### config.mk
export PLATFORM = sky130hd
export DESIGN_NAME = friscv_rv32i_issue_ctrl
export DESIGN_NICKNAME = d
export VERILOG_FILES = /design/src/rtl/friscv_rv32i_issue_ctrl.sv
export SDC_FILE = /design/constraint.sdc
export NUM_CORES = 1
export LEC_CHECK = 0
export CAP_MARGIN = 0
export CORE_MARGIN = 1.5
export CORE_UTILIZATION = 42
export CTS_CLUSTER_SIZE = 10
export DETAILED_ROUTE_END_ITERATION = 16
export GPL_TIMING_DRIVEN = 0
export PLACE_DENSITY_LB_ADDON = 0.08
export REMOVE_ABC_BUFFERS = 1
export SLEW_MARGIN = 40
export SYNTH_ARGS = -nofsm -noshare
export SYNTH_HDL_FRONTEND = slang
export SYNTH_SLANG_ARGS = --single-unit
### constraint.sdc
create_clock -name aclk -period 2.4 [get_ports aclk]
set_input_delay 0.24 -clock aclk [delete_from_list [all_inputs] [get_ports aclk]]
set_output_delay 0.24 -clock aclk [all_outputs]
set_load 0.01 [all_outputs]
### src/rtl/friscv_rv32i_issue_ctrl.sv
// In-order single-issue controller between fetch and the execution units.
// Dispatches to processing/control units, serializes jumps, traps, counts retires.
`timescale 1ns/1ps

module friscv_rv32i_issue_ctrl #(
    parameter int XLEN      = 32,
    parameter int INSTRET_W = 64
) (
    input  logic                 aclk,
    input  logic                 aresetn,
    input  logic                 inst_valid,
    output logic                 inst_ready,
    input  logic [XLEN-1:0]      inst_data,
    input  logic [XLEN-1:0]      inst_pc,
    output logic [XLEN-1:0]      dec_instruction,
    input  logic                 dec_auipc,
    input  logic                 dec_jal,
    input  logic                 dec_jalr,
    input  logic                 dec_branching,
    input  logic                 dec_system,
    input  logic                 dec_processing,
    input  logic                 dec_inst_error,
    output logic                 proc_valid,
    input  logic                 proc_ready,
    output logic                 ctrl_valid,
    input  logic                 ctrl_ready,
    input  logic                 ctrl_done,
    input  logic                 ctrl_flush,
    output logic [XLEN-1:0]      issue_instr,
    output logic [XLEN-1:0]      issue_pc,
    output logic                 flush,
    output logic                 trap_valid,
    output logic [XLEN-1:0]      trap_pc,
    input  logic                 trap_ack,
    output logic [INSTRET_W-1:0] instret,
    output logic                 busy
);

    typedef enum logic [2:0] {
        IDLE,
        LOADED,
        WAIT_CTRL,
        FLUSH,
        TRAP
    } state_t;

    state_t                state_q, state_d;
    logic [XLEN-1:0]       instr_q, instr_d;
    logic [XLEN-1:0]       pc_q, pc_d;
    logic [INSTRET_W-1:0]  instret_q, instret_d;

    logic cls_ctl;
    logic cls_err;
    logic cls_proc;
    logic cls_wait;

    logic ready_c;
    logic proc_v_c;
    logic ctrl_v_c;
    logic flush_c;
    logic trap_c;

    // Classify the decoder flags; control-flow wins over processing.
    assign cls_ctl  = dec_auipc | dec_jal | dec_jalr
                    | dec_branching | dec_system;
    assign cls_err  = dec_inst_error | ~(cls_ctl | dec_processing);
    assign cls_proc = dec_processing & ~cls_ctl;
    assign cls_wait = dec_jal | dec_jalr | dec_branching;

    // Next-state, dispatch handshakes and retire counting.
    always_comb begin
        state_d   = state_q;
        instr_d   = instr_q;
        pc_d      = pc_q;
        instret_d = instret_q;
        ready_c   = 1'b0;
        proc_v_c  = 1'b0;
        ctrl_v_c  = 1'b0;
        flush_c   = 1'b0;
        trap_c    = 1'b0;
        case (state_q)
            IDLE: begin
                ready_c = 1'b1;
                if (inst_valid) begin
                    instr_d = inst_data;
                    pc_d    = inst_pc;
                    state_d = LOADED;
                end
            end
            LOADED: begin
                if (cls_err) begin
                    trap_c  = 1'b1;
                    state_d = TRAP;
                end else if (cls_proc) begin
                    proc_v_c = 1'b1;
                    if (proc_ready) begin
                        instret_d = instret_q + INSTRET_W'(1);
                        ready_c   = 1'b1;
                        if (inst_valid) begin
                            instr_d = inst_data;
                            pc_d    = inst_pc;
                        end else begin
                            state_d = IDLE;
                        end
                    end
                end else begin
                    ctrl_v_c = 1'b1;
                    if (ctrl_ready) begin
                        instret_d = instret_q + INSTRET_W'(1);
                        state_d   = cls_wait ? WAIT_CTRL : IDLE;
                    end
                end
            end
            WAIT_CTRL: begin
                if (ctrl_done) begin
                    state_d = ctrl_flush ? FLUSH : IDLE;
                end
            end
            FLUSH: begin
                flush_c = 1'b1;
                state_d = IDLE;
            end
            TRAP: begin
                trap_c = 1'b1;
                if (trap_ack) begin
                    state_d = IDLE;
                end
            end
            default: begin
                state_d = IDLE;
            end
        endcase
    end

    // State, instruction/PC latch and retire counter.
    always_ff @(posedge aclk or negedge aresetn) begin
        if (!aresetn) begin
            state_q   <= IDLE;
            instr_q   <= '0;
            pc_q      <= '0;
            instret_q <= '0;
        end else begin
            state_q   <= state_d;
            instr_q   <= instr_d;
            pc_q      <= pc_d;
            instret_q <= instret_d;
        end
    end

    // Ready is masked while reset is held so every output reads 0.
    assign inst_ready      = ready_c & aresetn;
    assign dec_instruction = instr_q;
    assign issue_instr     = instr_q;
    assign issue_pc        = pc_q;
    assign proc_valid      = proc_v_c;
    assign ctrl_valid      = ctrl_v_c;
    assign flush           = flush_c;
    assign trap_valid      = trap_c;
    assign trap_pc         = trap_c ? pc_q : '0;
    assign instret         = instret_q;
    assign busy            = (state_q != IDLE);

endmodule

==> results of run 1 <==
[kinds of logic after synthesis]
logic type / synth area share, %
AND/OR/NAND/NOR: 18.9
multiplexers: 11.7
AO/OA/AOI/OAI: 2.50
flip-flops: 52.4
XOR/XNOR: 8.82
buffers and inverters: 5.56
adder cells (fa/ha/maj): 0.200
[synth_stat cells (all sizes together) (3+ instances only)]
| master | instances | share of area [%] |
|---|---|---|
| a21oi | 5 | 0.40 |
| and2 | 33 | 3.3 |
| and3 | 9 | 0.90 |
| and4 | 4 | 0.56 |
| buf | 38 | 4.4 |
| clkbuf | 7 | 0.42 |
| dfrtp | 131 | 52 |
| inv | 13 | 0.78 |
| mux2 | 65 | 12 |
| nand2 | 30 | 1.8 |
| nand3 | 25 | 2.0 |
| nand4 | 20 | 2.0 |
| nor2 | 31 | 1.9 |
| nor3 | 19 | 1.5 |
| nor4 | 18 | 3.1 |
| nor4b | 3 | 0.66 |
| o2111ai | 3 | 0.42 |
| or4 | 3 | 0.36 |
| xnor2 | 23 | 3.2 |
| xor2 | 40 | 5.6 |
[worst max-delay path by stage]
| stage | startpoint | cells after the start | end | slack (ns) |
|---|---|---|---|---|
| floorplan | dec_jalr | 5 | dec_instruction[0]$_DFFE_PN0P_ | -1.01 |
| global placement | aresetn | 1 | instret[2]$_DFFE_PN0P_ | -4.14 |
| detailed placement | dec_jalr | 7 | trap_pc[0] | -0.83 |
| CTS | dec_branching | 9 | trap_pc[0] | -0.08 |
| global route | state_q[2]$_DFFE_PN0P_ | 7 | instret[57]$_DFFE_PN0P_ | -0.02 |
| finish | dec_branching | 9 | trap_pc[7] | 0.06 |
[stage by stage]
stage / instance area [um^2] / util [%] / TNS [ns] / power, mW / setup slack [ns]
after floorplan: 5960 / - / -68.11 / 5.10 / -1.01
after global placement: 8950 / 61.6 / -781.95 / 7.87 / -4.14
after detailed placement: 9090 / 62.5 / -56.44 / 7.95 / -0.826
after CTS: 9860 / 67.9 / -0.0810 / 10.6 / -0.0810
after global routing: 9940 / 68.4 / -0.0519 / 11.1 / -0.0228
final: 9940 / 68.4 / 0 / 10.5 / 0.0592
[worst register-to-register path, cell delays in order (launching register included)]
cell and delay (ns):
dfrtp_2 0.46, nor4b_4 0.35, buf_4 0.18, o211ai_1 0.09, buf_4 0.18, a2111oi_2 0.59
nand3_1 0.19, xnor2_1 0.16
[routing by layer]
| metal | global-route usage, % | routed length, um |
|---|---|---|
| met1 | 29.1 | 7640 |
| met2 | 41.6 | 9560 |
| met3 | 6.55 | 1060 |
| met4 | 7.62 | 214 |
| met5 | 0 | 0 |
[registers in the layout, indices dropped and copies added, names as in the netlist]
register         flops
dec_instruction     32
state_q              3
instret             64
issue_pc            32
[cell usage in the layout, fill, tap and decap left out, types with 5 or more instances in the layout]
cell	instances
nor3_1	19
nor4_2	9
clkbuf_16	17
nand3_1	23
clkbuf_8	7
buf_4	23
dfrtp_1	127
clkdlybuf4s50_1	237
and3_1	9
inv_1	12
buf_2	18
xor2_1	40
clkdlybuf4s15_1	9
mux2_2	65
nor2_1	29
nand2_1	30
nor4_1	5
xnor2_1	23
and2_1	32
nand4_1	20
[report_power, final]
part | switching [mW] | internal, mW | total (mW)
clock network | 0.866 | 1.59 | 2.46
logic | 1.88 | 2.88 | 4.76
registers | 0.500 | 2.83 | 3.33
total | 3.24 | 7.30 | 10.5
[repair_timing]
item                                    4_1_cts  5_1_grt
resized for setup                           119       23
pin swaps                                    10        6
gates cloned                                  3        0
hold endpoints to repair                     42        0
buffers inserted                             22        2
hold buffers                                  1        0
endpoints found under the setup margin       92       76
[area by class of cell]
class / count / area [um^2]
clock inverter: 4 / 47.5
multi-input combinational: 354 / 2800
tap: 184 / 230
timing repair buffer: 306 / 3000
clock buffer: 24 / 522
sequential: 131 / 3280
fill: 1098 / 4600
inverter: 13 / 48.8
antenna: 1 / 2.50
==> results.yml, run 1 <==
status:
  outcome: "finished, final reports clean"
hold_path:
  hold_path_class: "in -> async"
timing:
  hold_slack_ns: 0.321
  rsz0062_at_grt: "true"
  hold_violations: 0
  worst_pin_slew_ns: 0.643
  slew_headroom_pct: 57.1
  finalMaxSlewViolations: 0
  min_period_ns: 2.34
  setup_viol: 0
  period_share_pct: 97.5
  fmax_mhz: 427
  fin_skew_ns: 0.00595
global_routing:
  grt_overflow_total: 0
  grt_pass1_wl_mm: 29.2
  track_usage_pct: 24.0
  grt_max_degree: 48
  grt_antenna_before_repair: 1
  grt_pass1_vias: 5069
clock_tree:
  cts_buffers: 17
  h-tree-depth: 4
  clockBufferDepth: 2
  cts-root-buf: "clkbuf_16"
  clock_sinks: 131
  clk_pin_slew_ns: 0.05
  clk_latency_ns: 0.41
  cts_tree: "done"
power:
  powerDensity_nw_per_um2: 1060
  p_leak_nw: 4.42
  ir_worst_vdd_mv: 0.445
setup_path:
  crit_fanout: 8
  worstReg2RegEnd: "instret[57]$_DFFE_PN0P_"
  cp.required_ns: 2.16
  cp_slowest_cell: "clkdlybuf4s50_1"
  r2r_start: "state_q[2]$_DFFE_PN0P_"
  cp-start-kind: "input port"
  crit_chain: "clkdlybuf4s50_1, or3_4, o31ai_4, a21oi_4, nor2_4, buf_6, buf_16, and2_1, buf_2"
  rrSetupSlack_ns: 0.09
  path_class: "in -> out"
  cp-end-kind: "output pin"
  critPathMaxStageDelay_ns: 0.41
  crit_family: "buffers and inverters"
  crit_arrival_ns: 2.10
  crit_buf_inv: 4
  rr_worst_depth: 7
detailed_routing:
  post_drt_wl_per_cell_um: 18.2
  drcViolationCount: 0
  routed_wl_mm: 18.5
  vias: 5169
  via_per_inst: 5.08
  ant_nets: 0
  drtPass1Iterations: 4
  drt_iter0_markers: 220
floorplanning:
  die_width_um: 125
  ioPinCount: 277
  rows: 44
  die-area_um2: 15600
  die_y_um: 125
  core-area_um2: 14500
  start_util_pct: 43.1
yosys:
  syn_inst: 541
  synth-seq-cells: 131
  syn_area_per_cell_um2: 11.6
  netlist_area_um2: 6260
  synth_ff_type: "dfrtp_1"
  synth-warning-count: 0
  yosysSeqAreaShare_pct: 52.4
  synth-async-reset-ratio_pct: 100
  ys_types: 41
  synth-edff-count: 0
placement:
  placed_cells: 960
  dp_hpwl_mm: 13.4
  gp_congestion: 0.817
  port_buffers: 276
cells_and_area:
  fin_nets: 903
  drive_gt1_share_pct: 21.8
  syn_to_final_growth_pct: 58.8
  stdcell_count: 1017
job:
  max_cap_violations: 0
No activity file was read; power rests on OpenSTA's default activity.
==> run 2, diff against run 1 <==
--- a/config.mk
+++ b/config.mk
@@ -7,10 +7,11 @@
 export LEC_CHECK = 0
 export CAP_MARGIN = 0
 export CORE_MARGIN = 1.5
-export CORE_UTILIZATION = 42
+export CORE_UTILIZATION = 46
 export CTS_CLUSTER_SIZE = 10
 export DETAILED_ROUTE_END_ITERATION = 16
 export GPL_TIMING_DRIVEN = 0
+export HOLD_SLACK_MARGIN = 0.05
 export PLACE_DENSITY_LB_ADDON = 0.08
 export REMOVE_ABC_BUFFERS = 1
 export SLEW_MARGIN = 40
==> constraint.sdc (replaced) <==
create_clock -name aclk -period 2.9 [get_ports aclk]
set_input_delay 0.29 -clock aclk [delete_from_list [all_inputs] [get_ports aclk]]
set_output_delay 0.29 -clock aclk [all_outputs]
set_load 0.01 [all_outputs]
==> results.yml, run 2 (synthesized netlist as in run 1, its figures left out) <==
status:
  outcome: "finished, final reports clean"
timing:
  rsz0062_at_grt: "false"
  hold_violations: 0
  period_share_pct: 97.5
  hold_slack_ns: 0.371
  tns_ns: 0
  min_period_ns: 2.83
  slew_headroom_pct: 53.6
  worst_pin_slew_ns: 0.690
  setup_ws_ns: 0.0723
  fmax_mhz: 354
  setup_viol: 0
  fin_skew_ns: 0.00674
  finalMaxSlewViolations: 0
global_routing:
  grt_overflow_total: 0
  grt_antenna_before_repair: 0
  grt_pass1_vias: 5120
  track_usage_pct: 25.9
  grt_pass1_wl_mm: 28.5
  grt_max_degree: 51
clock_tree:
  cts_buffers: 17
  h-tree-depth: 4
  post_cts_buffers: 0
  cts-root-buf: "clkbuf_16"
  clock_sinks: 131
  cts_tree: "done"
  clk_pin_slew_ns: 0.05
  clk_latency_ns: 0.41
  clockBufferDepth: 2
setup_path:
  startpoint: "dec_jalr"
  cp.required_ns: 2.61
  cp-start-kind: "input port"
  critPathMaxStageDelay_ns: 0.54
  worstReg2RegEnd: "instret[40]$_DFFE_PN0P_"
  crit_arrival_ns: 2.54
  path_class: "in -> out"
  crit_chain: "clkdlybuf4s50_1, or3_4, o31ai_4, a21oi_2, nor2_4, clkbuf_16, and2_1, clkdlybuf4s50_1"
  cp-end-kind: "output pin"
  rr_worst_depth: 6
  crit_fanout: 33
  cp-endpoint: "trap_pc[15]"
  r2r_start: "state_q[1]$_DFFE_PN0P_"
  rrSetupSlack_ns: 0.22
  cp_slowest_cell: "clkdlybuf4s50_1"
  path_common_cell: "clkdlybuf4s50_1"
cells_and_area:
  layout_common_cells: "clkdlybuf4s50_1, dfrtp_1, mux2_2, xor2_1, and2_1"
  diodes: 0
  fin_nets: 877
  nFillCells: 957
  drive_gt1_share_pct: 14.9
  final_common_cell: "clkdlybuf4s50_1"
  multiInputGateArea_um2: 2710
  stdcell_count: 986
  largest_reg_flops: 64
  utilization_pct: 73.6
  syn_to_final_growth_pct: 55.6
  seq_area_um2: 3280
detailed_routing:
  ant_nets: 0
  drcViolationCount: 0
  drt_iter0_markers: 242
  post_drt_wl_per_cell_um: 18.5
  via_per_inst: 5.18
  vias: 5110
  drtPass1Iterations: 4
  routed_wl_mm: 18.3
floorplanning:
  ioPinCount: 277
  die_y_um: 120
  start_util_pct: 47.3
  die_width_um: 120
  die-area_um2: 14300
  core-area_um2: 13200
  rows: 42
placement:
  dpl_worst_slack_ns: -0.168
  dp_hpwl_mm: 13.8
  port_buffers: 276
  placed_cells: 953
  gp_congestion: 0.865
hold_path:
  hold_path_class: "in -> async"
power:
  powerDensity_nw_per_um2: 882
  p_leak_nw: 4.31
  ir_worst_vdd_mv: 0.371
job:
  max_cap_violations: 0
-- run 2: power by group --
| part | internal, mW | leakage (nW) | switching, mW | total (mW) |
|---|---|---|---|---|
| clock | 1.34 | 0.288 | 0.722 | 2.06 |
| sequential | 2.34 | 1.64 | 0.422 | 2.76 |
| combinational | 2.30 | 2.39 | 1.46 | 3.77 |
-- run 2: worst min-delay path by stage --
stage / start / end
final: aresetn / issue_pc[8]$_DFFE_PN0P_
after global routing: aresetn / issue_pc[8]$_DFFE_PN0P_
after CTS: aresetn / issue_pc[8]$_DFFE_PN0P_
after detailed placement: aresetn / issue_pc[8]$_DFFE_PN0P_
after global placement: instret[63]$_DFFE_PN0P_ / instret[63]$_DFFE_PN0P_
after floorplan: aresetn / dec_instruction[0]$_DFFE_PN0P_
-- run 2: worst max-delay path: cells and delay by family --
family	cells	cell delay, ns
AOI/OAI and AO/OA	2	0.38
and+or+nand+nor	3	0.69
buffers and inverters	3	1.17
-- run 2: metal layers --
| metal | vias to the layer above | global-route usage (%) | wire length (um) |
|---|---|---|---|
| met4 | 0 | 8.63 | 340 |
| met1 | 2535 | 30.8 | 7150 |
| met5 | - | 0 | 0 |
| li1 | 2379 | - | - |
| met3 | 25 | 6.94 | 1190 |
| met2 | 171 | 45.5 | 9580 |
-- run 2: area by class of cell --
type,count,share of cell area [%]
timing repair buffer,282,29.8
multi-input combinational,352,27.8
tap,176,2.26
clock buffer,29,5.55
clock inverter,3,0.411
sequential,131,33.7
inverter,13,0.501
-- run 2: repair_timing --
action | 4_1_cts | 5_1_grt
hold buffers | 1 | 0
endpoints found under the setup margin | 35 | 24
gates resized for setup | 11 | 11
endpoints found under the hold margin | 34 | 0
-- run 2: metrics by stage --
step	cell area [um^2]	total power, mW
after detailed placement	9110	6.65
after global placement	8940	6.54
final	9740	8.59
after floorplan	5960	4.22
after CTS	9710	8.69
after global routing	9740	8.98
==> run 3, diff against run 2 <==
--- a/config.mk
+++ b/config.mk
@@ -6,7 +6,7 @@
 export NUM_CORES = 1
 export LEC_CHECK = 0
 export CAP_MARGIN = 0
-export CORE_MARGIN = 1.5
+export CORE_MARGIN = 10
 export CORE_UTILIZATION = 46
 export CTS_CLUSTER_SIZE = 10
 export DETAILED_ROUTE_END_ITERATION = 16
@@ -14,6 +14,7 @@
 export HOLD_SLACK_MARGIN = 0.05
 export PLACE_DENSITY_LB_ADDON = 0.08
 export REMOVE_ABC_BUFFERS = 1
+export SKIP_LAST_GASP = 1
 export SLEW_MARGIN = 40
 export SYNTH_ARGS = -nofsm -noshare
 export SYNTH_HDL_FRONTEND = slang
==> results.yml, run 3 (synthesized netlist as in run 1, its figures left out) <==
clock_tree:
  cts-root-buf: "clkbuf_16"
  clk_pin_slew_ns: 0.05
  cts_buffers: 17
  clk_latency_ns: 0.41
  clock_sinks: 131
  clockBufferDepth: 2
  cts_tree: "done"
  h-tree-depth: 4
placement:
  port_buffers: 276
  dpl_cell_area_um2: 9110
  dp_hpwl_mm: 16.2
  gp_congestion: 0.869
  placed_cells: 953
timing:
  fmax_mhz: 355
  fin_skew_ns: 0.00503
  min_period_ns: 2.81
  worst_pin_slew_ns: 0.685
  hold_violations: 0
  hold_slack_ns: 0.375
  period_share_pct: 97.0
  rsz0062_at_grt: "false"
  slew_headroom_pct: 54.3
  finalMaxSlewViolations: 0
  setup_viol: 0
setup_path:
  path_common_cell: "clkdlybuf4s50_1"
  critPathMaxStageDelay_ns: 0.55
  crit_chain: "clkdlybuf4s50_1, or3_4, o31ai_4, a21oi_1, nor2_4, clkbuf_16, and2_1, clkdlybuf4s50_1"
  crit_fanout: 16
  crit_buf_inv: 3
  cp-start-kind: "input port"
  rr_worst_depth: 5
  crit_arrival_ns: 2.52
  cp-end-kind: "output pin"
  crit_family: "buffers and inverters"
  cp.required_ns: 2.61
  cp_slowest_cell: "clkdlybuf4s50_1"
  path_class: "in -> out"
  crit_cells: 8
cells_and_area:
  drive_gt1_share_pct: 15.2
  largest_reg_flops: 64
  nFillCells: 925
  stdcell_count: 988
  layout_common_cells: "clkdlybuf4s50_1, dfrtp_1, mux2_2, xor2_1, and2_1"
  multiInputGateArea_um2: 2710
  syn_to_final_growth_pct: 56.2
  final_common_cell: "clkdlybuf4s50_1"
  design_area_um2: 9780
  utilization_pct: 73.5
  seq_area_um2: 3280
  fin_nets: 880
detailed_routing:
  drcViolationCount: 0
  ant_nets: 0
  drtPass1Iterations: 4
  post_drt_wl_per_cell_um: 21.2
  via_per_inst: 5.22
  drt_iter0_markers: 262
  routed_wl_mm: 20.9
  vias: 5162
hold_path:
  hold_path_class: "in -> async"
global_routing:
  grt_use_met1_pct: 23.0
  grt_pass1_wl_mm: 30.9
  grt_max_degree: 48
  use_met2_pct: 37.5
  track_usage_pct: 21.4
  grtUsageMet3_pct: 8.03
  grt_pass1_vias: 5188
  grt_overflow_total: 0
  busiest_layer: "met2"
  grt_antenna_before_repair: 2
floorplanning:
  die_y_um: 137
  rows: 42
  start_util_pct: 47.1
  die-area_um2: 18700
  ioPinCount: 277
  core-area_um2: 13300
  die_width_um: 137
job:
  max_cap_violations: 0
power:
  powerDensity_nw_per_um2: 909
  p_leak_nw: 4.26
  total_power_mw: 8.88
  ir_worst_vdd_mv: 0.430
status:
  outcome: "finished, final reports clean"
-- run 3: changes by cell type in the layout (fill, tap and decap cells not counted) --
| cell | before | now |
|---|---|---|
| clkinv_2 | 2 | 0 |
| clkdlybuf4s50_1 | 259 | 257 |
| buf_6 | 0 | 1 |
| dlygate4sd2_1 | 8 | 18 |
| a21oi_1 | 4 | 5 |
| clkbuf_1 | 5 | 3 |
| a21oi_2 | 1 | 0 |
| bufinv_16 | 1 | 3 |
| buf_4 | 0 | 2 |
| diode_2 | 0 | 1 |
| dlymetal6s2s_1 | 8 | 0 |
-- run 3: final timing paths --
| check | start | to | slack [ns] |
|---|---|---|---|
| min in group aclk | instret[63]$_DFFE_PN0P_ | instret[63]$_DFFE_PN0P_ | 0.47 |
| setup / recovery | dec_jalr | trap_pc[16] | 0.09 |
| max in group asynchronous | aresetn | instret[3]$_DFFE_PN0P_ | 1.98 |
| hold reg to reg | instret[63]$_DFFE_PN0P_ | instret[63]$_DFFE_PN0P_ | 0.47 |
| setup reg to reg | instret[20]$_DFFE_PN0P_ | instret[51]$_DFFE_PN0P_ | 0.21 |
| hold / removal | aresetn | issue_pc[4]$_DFFE_PN0P_ | 0.37 |
-- run 3: power breakdown --
group	switching, mW	internal, mW	total, mW
Clock	0.755	1.51	2.26
Sequential	0.420	2.34	2.76
Combinational	1.55	2.31	3.86
Total	2.73	6.16	8.88
-- run 3: stage by stage --
| step | worst slack (ns) | TNS [ns] |
|---|---|---|
| after floorplan | -0.557 | -35.64 |
| after global placement | -3.70 | -668.29 |
| after detailed placement | -0.197 | -4.85 |
| after CTS | 0.0285 | 0 |
| after global routing | 0.0151 | 0 |
| final | 0.0860 | 0 |
-- run 3: what timing repair did --
item / 4_1_cts / 5_1_grt
gates cloned: 0 / 1
hold buffers: 1 / 0
hold endpoints to repair: 39 / 0
resized for setup: 22 / 1
buffers inserted: 1 / 1
pin swaps: 1 / 1
endpoints found under the setup margin: 34 / 11
-- run 3: area by class of cell --
| class | count | area share, % |
|---|---|---|
| sequential | 131 | 33.5 |
| inverter | 13 | 0.499 |
| tap | 176 | 2.25 |
| clock inverter | 3 | 0.922 |
| clock buffer | 27 | 5.45 |
| antenna | 1 | 0.0256 |
| timing repair buffer | 285 | 29.6 |
| multi-input combinational | 352 | 27.7 |
-- run 3: metal layers --
metal / wire length (um) / part of all wire (%)
met3: 2030 / 9.7
met2: 10800 / 52
met1: 7690 / 37
met4: 395 / 1.9
met5: 13 / 0.062
